**config.mk**
```make
export PLATFORM = sky130hd
export DESIGN_NAME = demux_1_8_tdm
export DESIGN_NICKNAME = d
export VERILOG_FILES = /design/src/rtl/demux_pkg.sv /design/src/rtl/demux_1_8_tdm_slot_counter.sv /design/src/rtl/demux_1_8_tdm.sv
export SDC_FILE = /design/constraint.sdc
export NUM_CORES = 1
export LEC_CHECK = 0
export ABC_AREA = 1
export CORE_MARGIN = 2
export CORE_UTILIZATION = 51
export DETAILED_ROUTE_END_ITERATION = 6
export PLACE_DENSITY = 0.86
export SETUP_SLACK_MARGIN = 0.3
export SKIP_CTS_REPAIR_TIMING = 1
export SYNTH_ARGS = -nofsm -noshare
export SYNTH_HDL_FRONTEND = slang
export SYNTH_SLANG_ARGS = --single-unit
```
**constraint.sdc**
```tcl
create_clock -name clk -period 1.4 [get_ports clk]
set_clock_uncertainty 0.05 [all_clocks]
set_input_delay 0.14 -clock clk [delete_from_list [all_inputs] [get_ports clk]]
set_output_delay 0.14 -clock clk [all_outputs]
set_load 0.01 [all_outputs]
```
**src/rtl/demux_pkg.sv**
```systemverilog
// Shared definitions for the TDM 1:8 demultiplexer: default slot width,
// derived word width, and the receiver state encoding.
package demux_pkg;

   // Default select/slot counter width and the word width it implies.
   localparam int SEL_W_DEF = 3;
   localparam int N_DEF     = 1 << SEL_W_DEF;

   // Receiver states: waiting for a start of frame, or collecting bits.
   typedef enum logic [0:0] {
      IDLE = 1'b0,
      RECV = 1'b1
   } state_t;

   // Plain-vector aliases of the states for legacy-style register coding.
   localparam logic [0:0] ST_IDLE = IDLE;
   localparam logic [0:0] ST_RECV = RECV;

   // Word width for a given slot counter width.
   function automatic int word_width(input int sel_w);
      return 1 << sel_w;
   endfunction

endpackage

```
**src/rtl/demux_1_8_tdm_slot_counter.sv**
```systemverilog
// Slot counter: tracks which word position the next accepted bit fills.
// Clear wins over load-one, which wins over increment.
module slot_counter
   import demux_pkg::*;
#(
   parameter int SEL_W = SEL_W_DEF
) (
   input  logic             clk,
   input  logic             rst,
   input  logic             clr,
   input  logic             load1,
   input  logic             inc,
   output logic [SEL_W-1:0] slot
);

   // Slot register with synchronous reset and prioritised controls.
   always_ff @(posedge clk) begin
      if (rst || clr) begin
         slot <= '0;
      end else if (load1) begin
         slot <= SEL_W'(1);
      end else if (inc) begin
         slot <= slot + SEL_W'(1);
      end
   end

endmodule

```
**src/rtl/demux_1_8_tdm.sv**
```systemverilog
// Time-division 1:N demultiplexer: reassembles serial bits from a stepped
// N:1 mux into words, aligned by a start-of-frame marker. Mid-frame sof
// aborts the partial word (frame_err) and restarts at slot 0.
module demux_1_8_tdm
   import demux_pkg::*;
#(
   parameter int SEL_W = SEL_W_DEF,
   localparam int N    = 1 << SEL_W
) (
   input  logic             clk,
   input  logic             rst,
   input  logic             din,
   input  logic             din_valid,
   input  logic             sof,
   output logic [N-1:0]     dout,
   output logic             dout_valid,
   output logic [SEL_W-1:0] slot,
   output logic             busy,
   output logic             frame_err
);

   logic [0:0]   state;
   logic [N-1:0] frame_buf;
   logic [N-1:0] buf_next;
   logic         acc_sof;
   logic         acc_bit;
   logic         last_bit;
   logic         cnt_clr;
   logic         cnt_load1;
   logic         cnt_inc;

   // Qualified events: sof only counts with din_valid; data bits only
   // count while a frame is open.
   assign acc_sof  = din_valid && sof;
   assign acc_bit  = din_valid && !sof && (state == ST_RECV);
   assign last_bit = acc_bit && (slot == SEL_W'(N - 1));

   assign cnt_clr   = last_bit;
   assign cnt_load1 = acc_sof;
   assign cnt_inc   = acc_bit;

   slot_counter #(
      .SEL_W (SEL_W)
   ) u_slot_counter (
      .clk   (clk),
      .rst   (rst),
      .clr   (cnt_clr),
      .load1 (cnt_load1),
      .inc   (cnt_inc),
      .slot  (slot)
   );

   // Buffer with the incoming bit merged at the current slot, so the last
   // bit of a frame can be published in the same edge it is accepted.
   always_comb begin
      buf_next       = frame_buf;
      buf_next[slot] = din;
   end

   // FSM, assembly buffer and registered outputs.
   always_ff @(posedge clk) begin
      if (rst) begin
         state      <= ST_IDLE;
         frame_buf  <= '0;
         dout       <= '0;
         dout_valid <= 1'b0;
         frame_err  <= 1'b0;
      end else begin
         dout_valid <= 1'b0;
         frame_err  <= 1'b0;
         if (acc_sof) begin
            // New frame; an open frame is abandoned and flagged.
            frame_buf <= {{(N-1){1'b0}}, din};
            state     <= ST_RECV;
            if (state == ST_RECV) begin
               frame_err <= 1'b1;
            end
         end else if (acc_bit) begin
            frame_buf <= buf_next;
            if (last_bit) begin
               dout       <= buf_next;
               dout_valid <= 1'b1;
               state      <= ST_IDLE;
            end
         end
      end
   end

   // busy is decoded straight from the state register.
   assign busy = (state == ST_RECV);

endmodule

```
Word-level counts from Yosys, hierarchy flattened
Cells that the tools add are included.
{"block": "op_classes", "n_addsub": 1, "magnitude_cmp": 2, "n_eq_ne": 1, "mux": 12, "bitwise_logic": 2, "n_reduce_logical": 15}
{"cell": "1-bit 2-to-1 mux", "n": 10}
{"cell": "8-bit bitwise mux", "n": 1}
{"cell": "2-bit OR reduction", "n": 3}
{"cell": "1-bit logical AND", "n": 5}
{"cell": "3-bit by 4-bit < comparator with 1-bit output, second input constant", "n": 1}
{"cell": "2-bit nonzero test", "n": 2}
{"cell": "3-bit by 1-bit adder with 3-bit output, second input constant", "n": 1}
{"cell": "1-bit demux with 3-bit select", "n": 1}
{"cell": "3-bit equality test, second input constant", "n": 1}
{"cell": "3-bit by 1-bit >= comparator with 1-bit output, second input constant", "n": 1}
{"cell": "3-bit AND reduction", "n": 1}
{"cell": "3-bit OR reduction", "n": 1}
{"cell": "1-bit NOT", "n": 2}
{"cell": "2-bit AND reduction", "n": 1}
{"cell": "1-bit zero test", "n": 1}
{"cell": "1-bit logical OR", "n": 1}
{"block": "word_totals", "register_bits": 22, "elab_cells": 41}

Logic depth before layout (Yosys ltp)
Gate-level depths: netlist of run 1.
{"block": "logic_depth", "depth_word": 7, "mapped_depth": 7, "ltp_nobuf": 7}

Hierarchy
From an unflattened synthesis of run 1, not the netlist that was laid out.
{"block": "hier_totals", "cells_unflattened": 150, "area_unflattened_um2": 1037.2}
{"module": "demux_1_8_tdm", "n_inst": 1, "cells_per_inst": 129, "area_per_inst_um2": 892.1}
{"module": "slot_counter", "n_inst": 1, "cells_per_inst": 21, "area_per_inst_um2": 145.1}

Worst setup path after synthesis of run 1
OpenSTA, ideal clock, no wires.
{"block": "synth_path", "path_type": "flip-flop to flip-flop", "startpoint": "register u_slot_counter.slot[0]", "endpoint": "register u_slot_counter.slot[1]", "arrival_ps": 1152, "t_required_ps": 1286, "setup_slack_ps": 135, "path_stages_with_launch": 8, "n_path_buf": 0, "period_less_slack_ps": 1265, "path_cell_list": "dfxtp_1 ha_1 ha_1 nand2_4 nand2_4 inv_2 nand2_1 nor2_1"}
{"block": "synth_via", "elab_chain_cells": 4}
{"element": "start: declaration", "line_no": "demux_1_8_tdm_slot_counter.sv:13", "rtl": "output logic [SEL_W-1:0] slot"}
{"element": "start signal: assignment", "line_no": "demux_1_8_tdm_slot_counter.sv:23", "rtl": "slot <= slot + SEL_W'(1);"}
{"element": "3-bit equality test", "line_no": "demux_1_8_tdm.sv:36", "rtl": "assign last_bit = acc_bit && (slot == SEL_W'(N - 1));"}
{"element": "1-bit logical AND", "line_no": "demux_1_8_tdm.sv:36"}
{"element": "1-bit logical OR", "line_no": "demux_1_8_tdm_slot_counter.sv:18", "rtl": "if (rst || clr) begin"}
{"element": "2-bit OR reduction (no line)"}
Several ways; a longest one is shown, not always the timed one.
A chain may end at the register's enable or synchronous reset.

Worst setup path in the final report of run 1
{"block": "layout_path", "startpoint": "register state (netlist: busy)", "endpoint": "register frame_buf[1]"}
{"block": "layout_via", "elab_chain_cells": 1}
{"element": "start: declaration", "line_no": "demux_1_8_tdm.sv:22", "rtl": "logic [0:0] state;"}
{"element": "start signal: assignment", "line_no": "demux_1_8_tdm.sv:63", "rtl": "state <= ST_IDLE;"}
{"element": "start signal: assignment", "line_no": "demux_1_8_tdm.sv:74", "rtl": "state <= ST_RECV;"}
{"element": "start signal: assignment", "line_no": "demux_1_8_tdm.sv:83", "rtl": "state <= ST_IDLE;"}
{"element": "1-bit logical AND", "line_no": "demux_1_8_tdm.sv:35", "rtl": "assign acc_bit = din_valid && !sof && (state == ST_RECV);"}
{"element": "end signal: assignment", "line_no": "demux_1_8_tdm.sv:73", "rtl": "frame_buf <= {{(N-1){1'b0}}, din};"}
{"element": "end signal: assignment", "line_no": "demux_1_8_tdm.sv:79", "rtl": "frame_buf <= buf_next;"}
{"element": "end: declaration", "line_no": "demux_1_8_tdm.sv:23", "rtl": "logic [N-1:0] frame_buf;"}
No other way between the ends.

==> metrics list, run 1 <==
- Number of instances in the placed design: 204
- Met3 demand-to-capacity share in global routing: 0.0273
- TritonCTS built the clock tree.
* Largest net degree at the start of global routing: 14
* Sequential cell area in the final layout: between 400 and 500 sq um
- A synthesized cell averages about 6.9 sq um.
- Summed negative setup slack over all endpoints: -0.0263 ns
* Distinct cell type count after synthesis: 21
* Data required time of the critical path: around 1.6 ns
* Post-layout util: 0.817
* Classification of the worst setup path: flop to flop
- After the first detailed-routing iteration, the DRC count stood at a little over 70.
- Actual transition at the worst max-transition pin: between 0.3 and 0.4 ns
* HP Start: dout[5]$_SDFFE_PP0P_
* Synth area leaders: dfxtp_1, nand2_1, nor2_1, inv_1, nand3_1
* Die height: around 50 microns
- Category of the worst setup path launch point: flop
- Iteration count of the initial detailed-routing pass: 5
* Final RePlAce weighted congestion: just over 0.8
- The clock reaches the later pin of the worst-skew pair after between 0.3 and 0.4 ns.
- Total global routing overflow: 0
- Worst min path class: flop to flop
- The tree built by TritonCTS fans out to 22 sinks.
- In the global route stage, met1 resource usage came out at 0.258.
* Ys Warns: 0
- The worst setup path is captured at a flop.
- Tracing the worst setup path back leads to its startpoint at busy$_SDFFE_PP0P_.
- Summing over every cut layer, the via total after detailed routing is about 1.2k.
- CTS max path bufs: 2
* Tmin final: ~1.4 ns
- The share of the Yosys chip area taken by registers is 0.407.
- Of the available clock period, the critical path in the final layout requires 1.02.
- Detailed placement HPWL: approximately 1700 microns
- Relative to the synthesized area, the layout overhead comes to 49.8%.
- The first global-routing pass estimated a little over 4000 microns of wire.
- Headroom to the max-slew limit came out at 0.795.
* Mapped cell area: around 1100 sq um
- Flops & latches, synth: 22
* Via count of the first global-routing pass: between 900 and 1k
- Number of placement rows: 16
- Via density: between 5 and 6
- Once routing completed, OpenROAD measured the worst setup slack at -0.0263 ns.
- The final reports fail on negative setup slack.
* Clock tree root driver cell: clkbuf_4
* Maximum fanout encountered on the critical timing path: 8
* Setup violations, final: 1
- After detailed routing, the number of remaining DRC violations is 0.
- Fill cell count: 98
- CTS clock-pin slew for the worst setup and hold paths: between 0.1 and 0.15 ns
* I/O Pins: 19
* Cell area power density: approximately 830 nW/um^2
- The number of antenna violations at the first check in global routing came to 0.
- The worst hold path terminates at dout[5]$_SDFFE_PP0P_.
* Number of nets at the end of the flow: approximately 200
- The tool flagged a number of max-cap violations equal to 0.
- Most used standard cells in the synthesized netlist: nand2_1, dfxtp_1, nor2_1, inv_1, nand3_1
* Area of the placeable core: just under 2000 sq um
- Achievable frequency: ~700 MHz
* Leak Pwr: 0.000966 uW
- Final-layout worst hold slack: slightly above 0.4 ns
* Hold Path Stages: 2
- Ratio of cells with drive above 1 in the final layout: 0.305
- Die area: about 2500 sq um
- In this run the remaining antenna-violating nets after routing total 0.
* Syn Inst Count: ~160
- RSZ-0062 raised after global routing: true
- Maximum vdd drop: about 0.6 mV
* Global-route track usage on met2: 0.368
* Worst reg2reg endpoint: frame_buf[1]$_SDFFE_PP0P_
- Number of hold-slack violations in the final timing report: 0
* Final routed wirelength across all metal layers: 3450 microns
* Effective utilization at floorplan: 0.545
* Library cell with the highest instance count after synthesis: nand2_1
* PortBufs: 18
* Number of cells on the worst reg-to-reg path: 7
- The most used flip-flop cell after synthesis is dfxtp_1.
* Run status: finished, violations left
- The startpoint identified for the worst register-to-register timing path is busy$_SDFFE_PP0P_.
* H-tree Lvls: 1
- Total area of multi-input combinational cells: 627 sq um
- Layer with the highest usage: met2
- EDFF count, synth: 0
- Total count of max-transition violations in the final report: 0
* DIE WIDTH: about 50 microns
- Synthesized netlist net count: ~160
- TritonCTS Buffers: 3
- Flop2flop setup slack: -0.03 ns
- Once layout is complete, the cells apart from fillers number about 220.
- Count of antenna diodes in the layout: 0
* Combined global-route utilization of all metal layers: 0.212
* Async set-or-reset flop fraction in the synthesized netlist: 0
- The largest total area in the synthesized netlist belongs to dfxtp_1.
* Worst Path Arrival: roughly 1.6 ns
* Proportion of netlist area held by the largest area contributor: 0.407
- After detailed routing, the average wire length per cell comes to ~16 microns.
[report_power, final]
part | internal, uW | switching (uW) | leakage (uW)
registers | 638 | 13.5 | 0.000180
logic | 80.6 | 115 | 0.000758
clock network | 289 | 204 | 0.0000279
total | 1010 | 332 | 0.000966
[kinds of logic (layout without fill, tap and decap cells)]
| family | after synthesis | count (layout) | share of synthesized area |
|---|---|---|---|
| compound gates | 12 | 12 | 0.0590 |
| fa+ha+maj | 2 | 2 | 0.0231 |
| buf+inv | 27 | 61 | 0.117 |
| flops | 22 | 22 | 0.407 |
| simple gates | 93 | 93 | 0.394 |
[cell type report]
class	instances	area share
clock buffer	3	0.0139
clock inverter	1	0.0185
inverter	22	0.0580
multi-input combinational	107	0.387
sequential	22	0.278
tap	27	0.0209
timing repair buffer	34	0.219
timing repair inverter	1	0.00464
[worst max-delay path by stage]
stage,to,slack [ns],depth (start not counted)
final,frame_buf[1]$_SDFFE_PP0P_,-0.03,7
after CTS,slot[2],-0.1,1
after global routing,frame_buf[1]$_SDFFE_PP0P_,-0.09,7
after floorplan,frame_buf[7]$_SDFFE_PP0P_,0.24,6
after global placement,frame_buf[3]$_SDFFE_PP0P_,-0.09,6
after detailed placement,frame_buf[1]$_SDFFE_PP0P_,-0.12,6
[cell usage in the layout (no fill, tap or decap), types with 4 or more instances in the layout]
cell type,count
dlymetal6s2s_1,13
nor2_1,15
inv_1,16
dfxtp_1,18
clkdlybuf4s50_1,4
inv_2,4
buf_4,10
buf_6,5
nor2_2,4
nand3_1,10
nand4_1,5
o21ai_1,4
nand2_1,40
nand2_2,8
[layer usage]
layer / vias up / share of wire
met5: - / 0
met1: 537 / 0.39
met2: 73 / 0.49
met4: 0 / 0.030
li1: 552 / -
met3: 19 / 0.085
[metrics by stage]
stage	setup WS, ns	total power (uW)	area (sq um)
floorplan	0.236	745	1120
global placement	-0.0911	790	1350
detailed placement	-0.122	793	1350
CTS	-0.0991	1280	1400
global route	-0.0881	1390	1620
finish	-0.0263	1340	1620
[worst max-delay path: stages, from the launching register on]
cell	delay (ns)
dfxtp_2	0.37
nand2_2	0.09
nor2_4	0.29
buf_6	0.20
nor2_2	0.05
nor2_1	0.15
o21ai_1	0.12
inv_1	0.06
[state kept, by name, summed over array words and instances (netlist names)]
name and count:
frame_err 1, u_slot_counter.slot 3, busy 1, frame_buf 8
dout_valid 1, dout 8
No activity file was read; power rests on OpenSTA's default activity.
==> inputs of run 2 (changes only) <==
--- a/config.mk
+++ b/config.mk
@@ -10,7 +10,6 @@
 export CORE_UTILIZATION = 51
 export DETAILED_ROUTE_END_ITERATION = 6
 export PLACE_DENSITY = 0.86
-export SETUP_SLACK_MARGIN = 0.3
 export SKIP_CTS_REPAIR_TIMING = 1
 export SYNTH_ARGS = -nofsm -noshare
 export SYNTH_HDL_FRONTEND = slang
==> metrics list, run 2 (synthesized netlist as in run 1, its figures left out) <==
- The tool flagged a number of max-cap violations equal to 0.
- For the worst setup path, the data arrival time is approximately 1.5 ns.
- Fin cells: 212
- In the routed design, unresolved DRC markers number 0.
* Combined global-route utilization of all metal layers: 0.197
- The run finished with clean final reports.
- Count of antenna diodes in the layout: 0
- The largest registers in the layout are dout x8, frame_buf x8, u_slot_counter.slot x3.
- Die height: 50.0 microns
- Largest net degree at the start of global routing: 13
* Number of hold-slack violations in the final timing report: 0
- At the end of the flow the core is filled with cells to 0.713.
* Via density: between 5 and 6
- Final RePlAce weighted congestion: about 0.86
- Via count: between 1k and 1.5k
- Worst min path class: flop to flop
- STA classifies the critical path endpoint as a flop.
* Final routed wirelength across all metal layers: roughly 2500 microns
* Iteration count of the initial detailed-routing pass: 4
- In the layout the commonest cells are nand2_1, nor2_1, inv_1, dfxtp_1.
* Area Overhead vs Synth: 30.8%
- Cell area power density: approximately 800 nW/um^2
- The number of antenna violations at the first check in global routing is 0.
- Actual transition at the worst max-transition pin: roughly 0.28 ns
- Summed negative setup slack over all endpoints: 0 ns
- Setup violations, final: 0
- Of the cells placed in the final design, the portion with a size suffix greater than 1 is 0.146.
- Number of nets at the end of the flow: around 190
* Iteration-0 DRC Markers: 31
- For this configuration, the core starts out at a cell density of 0.545.
* DIE WIDTH: 50.0 microns
* Share of the clock period used by the worst path after layout: 0.970
- Summed over all cells, the static leakage comes to ~0.0009 uW.
- Category of the worst setup path launch point: flop
- Normalized max-slew margin: 0.810
- Number of instances in the placed design: 205
* Fill cell count: around 140
- Data required time of the critical path: about 1.6 ns
- Classification of the worst setup path: flop to flop
* CTS clock-pin slew for the worst setup and hold paths: roughly 0.12 ns
- Final-layout worst hold slack: roughly 0.40 ns
* Global-route wire length before repair: around 3800 microns
* Maximum vdd drop: approximately 0.57 mV
- The clock passes through at most 2 buffers.
* Detailed placement HPWL: 1740 microns
- DR WL/cell: around 12 microns
* Maximum fanout encountered on the critical timing path: 7
- Global routing finished with a remaining overflow of 0.
- TritonCTS clock tree: built
- For this run, the top clock speed supported by timing is 736 MHz.
* Most common cell after layout, fill and taps aside: nand2_1
* H-tree Lvls: 1
- For this run, the slowest stage of the critical path takes 0.36 ns.
- Power comes to about 1100 uW.
* Die area: 2500 sq um
* Area of the placeable core: just under 2000 sq um
- The critical path goes through ha_1 -> ha_1 -> nand2_4 -> nand2_4 -> inv_2 -> nand2_1 -> nor2_1.
* PortBufs: 18
* Critical Path Slowest Stage Cell: dfxtp_2
* Clock tree root driver cell: clkbuf_4
- Tmin final: about 1.4 ns
- Once detail routing completed, the nets flagged for antenna violations numbered 0.
* Number of placement rows: 16
- Count of clock tree sinks: 22
- The later pin in the worst-skew pair is clocked with a latency of 0.30 ns.
* Via count of the first global-routing pass: 941
- TritonCTS Buffers: 3
* Total count of max-transition violations in the final report: 0
- I/O Pins: 19
[run 2: layout make-up]
| cell class | count | area, sq um | area share |
|---|---|---|---|
| timing repair buffer | 30 | 300 | 0.212 |
| sequential | 22 | 447 | 0.316 |
| inverter | 22 | 82.6 | 0.0584 |
| clock buffer | 4 | 36.3 | 0.0257 |
| multi-input combinational | 107 | 514 | 0.364 |
| tap | 27 | 33.8 | 0.0239 |
[run 2: worst max-delay path, delay by kind of cell, from the launching register on]
family | cells | cell delay [ns]
fa+ha+maj | 2 | 0.40
buf+inv | 1 | 0.11
flops | 1 | 0.36
simple gates | 4 | 0.37
[run 2: routing by layer]
layer	routed length [microns]	vias up	GRT usage
met3	153	8	0.0364
met5	0	-	0
li1	-	545	-
met1	1040	494	0.230
met2	1220	42	0.336
met4	57	0	0.111
[run 2: worst paths after layout]
path | cells after the start | startpoint | endpoint | slack [ns]
setup / recovery | 7 | u_slot_counter.slot[0]$_SDFFE_PP0P_ | u_slot_counter.slot[2]$_SDFFE_PP0P_ | 0.04
hold / removal | 2 | dout[5]$_SDFFE_PP0P_ | dout[5]$_SDFFE_PP0P_ | 0.40
hold reg to reg | 2 | dout[5]$_SDFFE_PP0P_ | dout[5]$_SDFFE_PP0P_ | 0.40
setup reg to reg | 7 | u_slot_counter.slot[0]$_SDFFE_PP0P_ | u_slot_counter.slot[2]$_SDFFE_PP0P_ | 0.04
[run 2: report_power, final]
part | leakage [uW] | total [uW] | internal (uW) | switching, uW
logic | 0.000702 | 136 | 54.8 | 80.8
clock network | 0.0000210 | 343 | 158 | 184
registers | 0.000180 | 647 | 638 | 9.40
[run 2: per-stage QoR]
step / setup WS (ns) / area [sq um]
3_3_place_gp: -0.0305 / 1320
5_1_grt: -0.00860 / 1410
4_1_cts: -0.235 / 1360
2_1_floorplan: 0.135 / 1080
6_report: 0.0413 / 1410
3_5_place_dp: -0.0789 / 1320
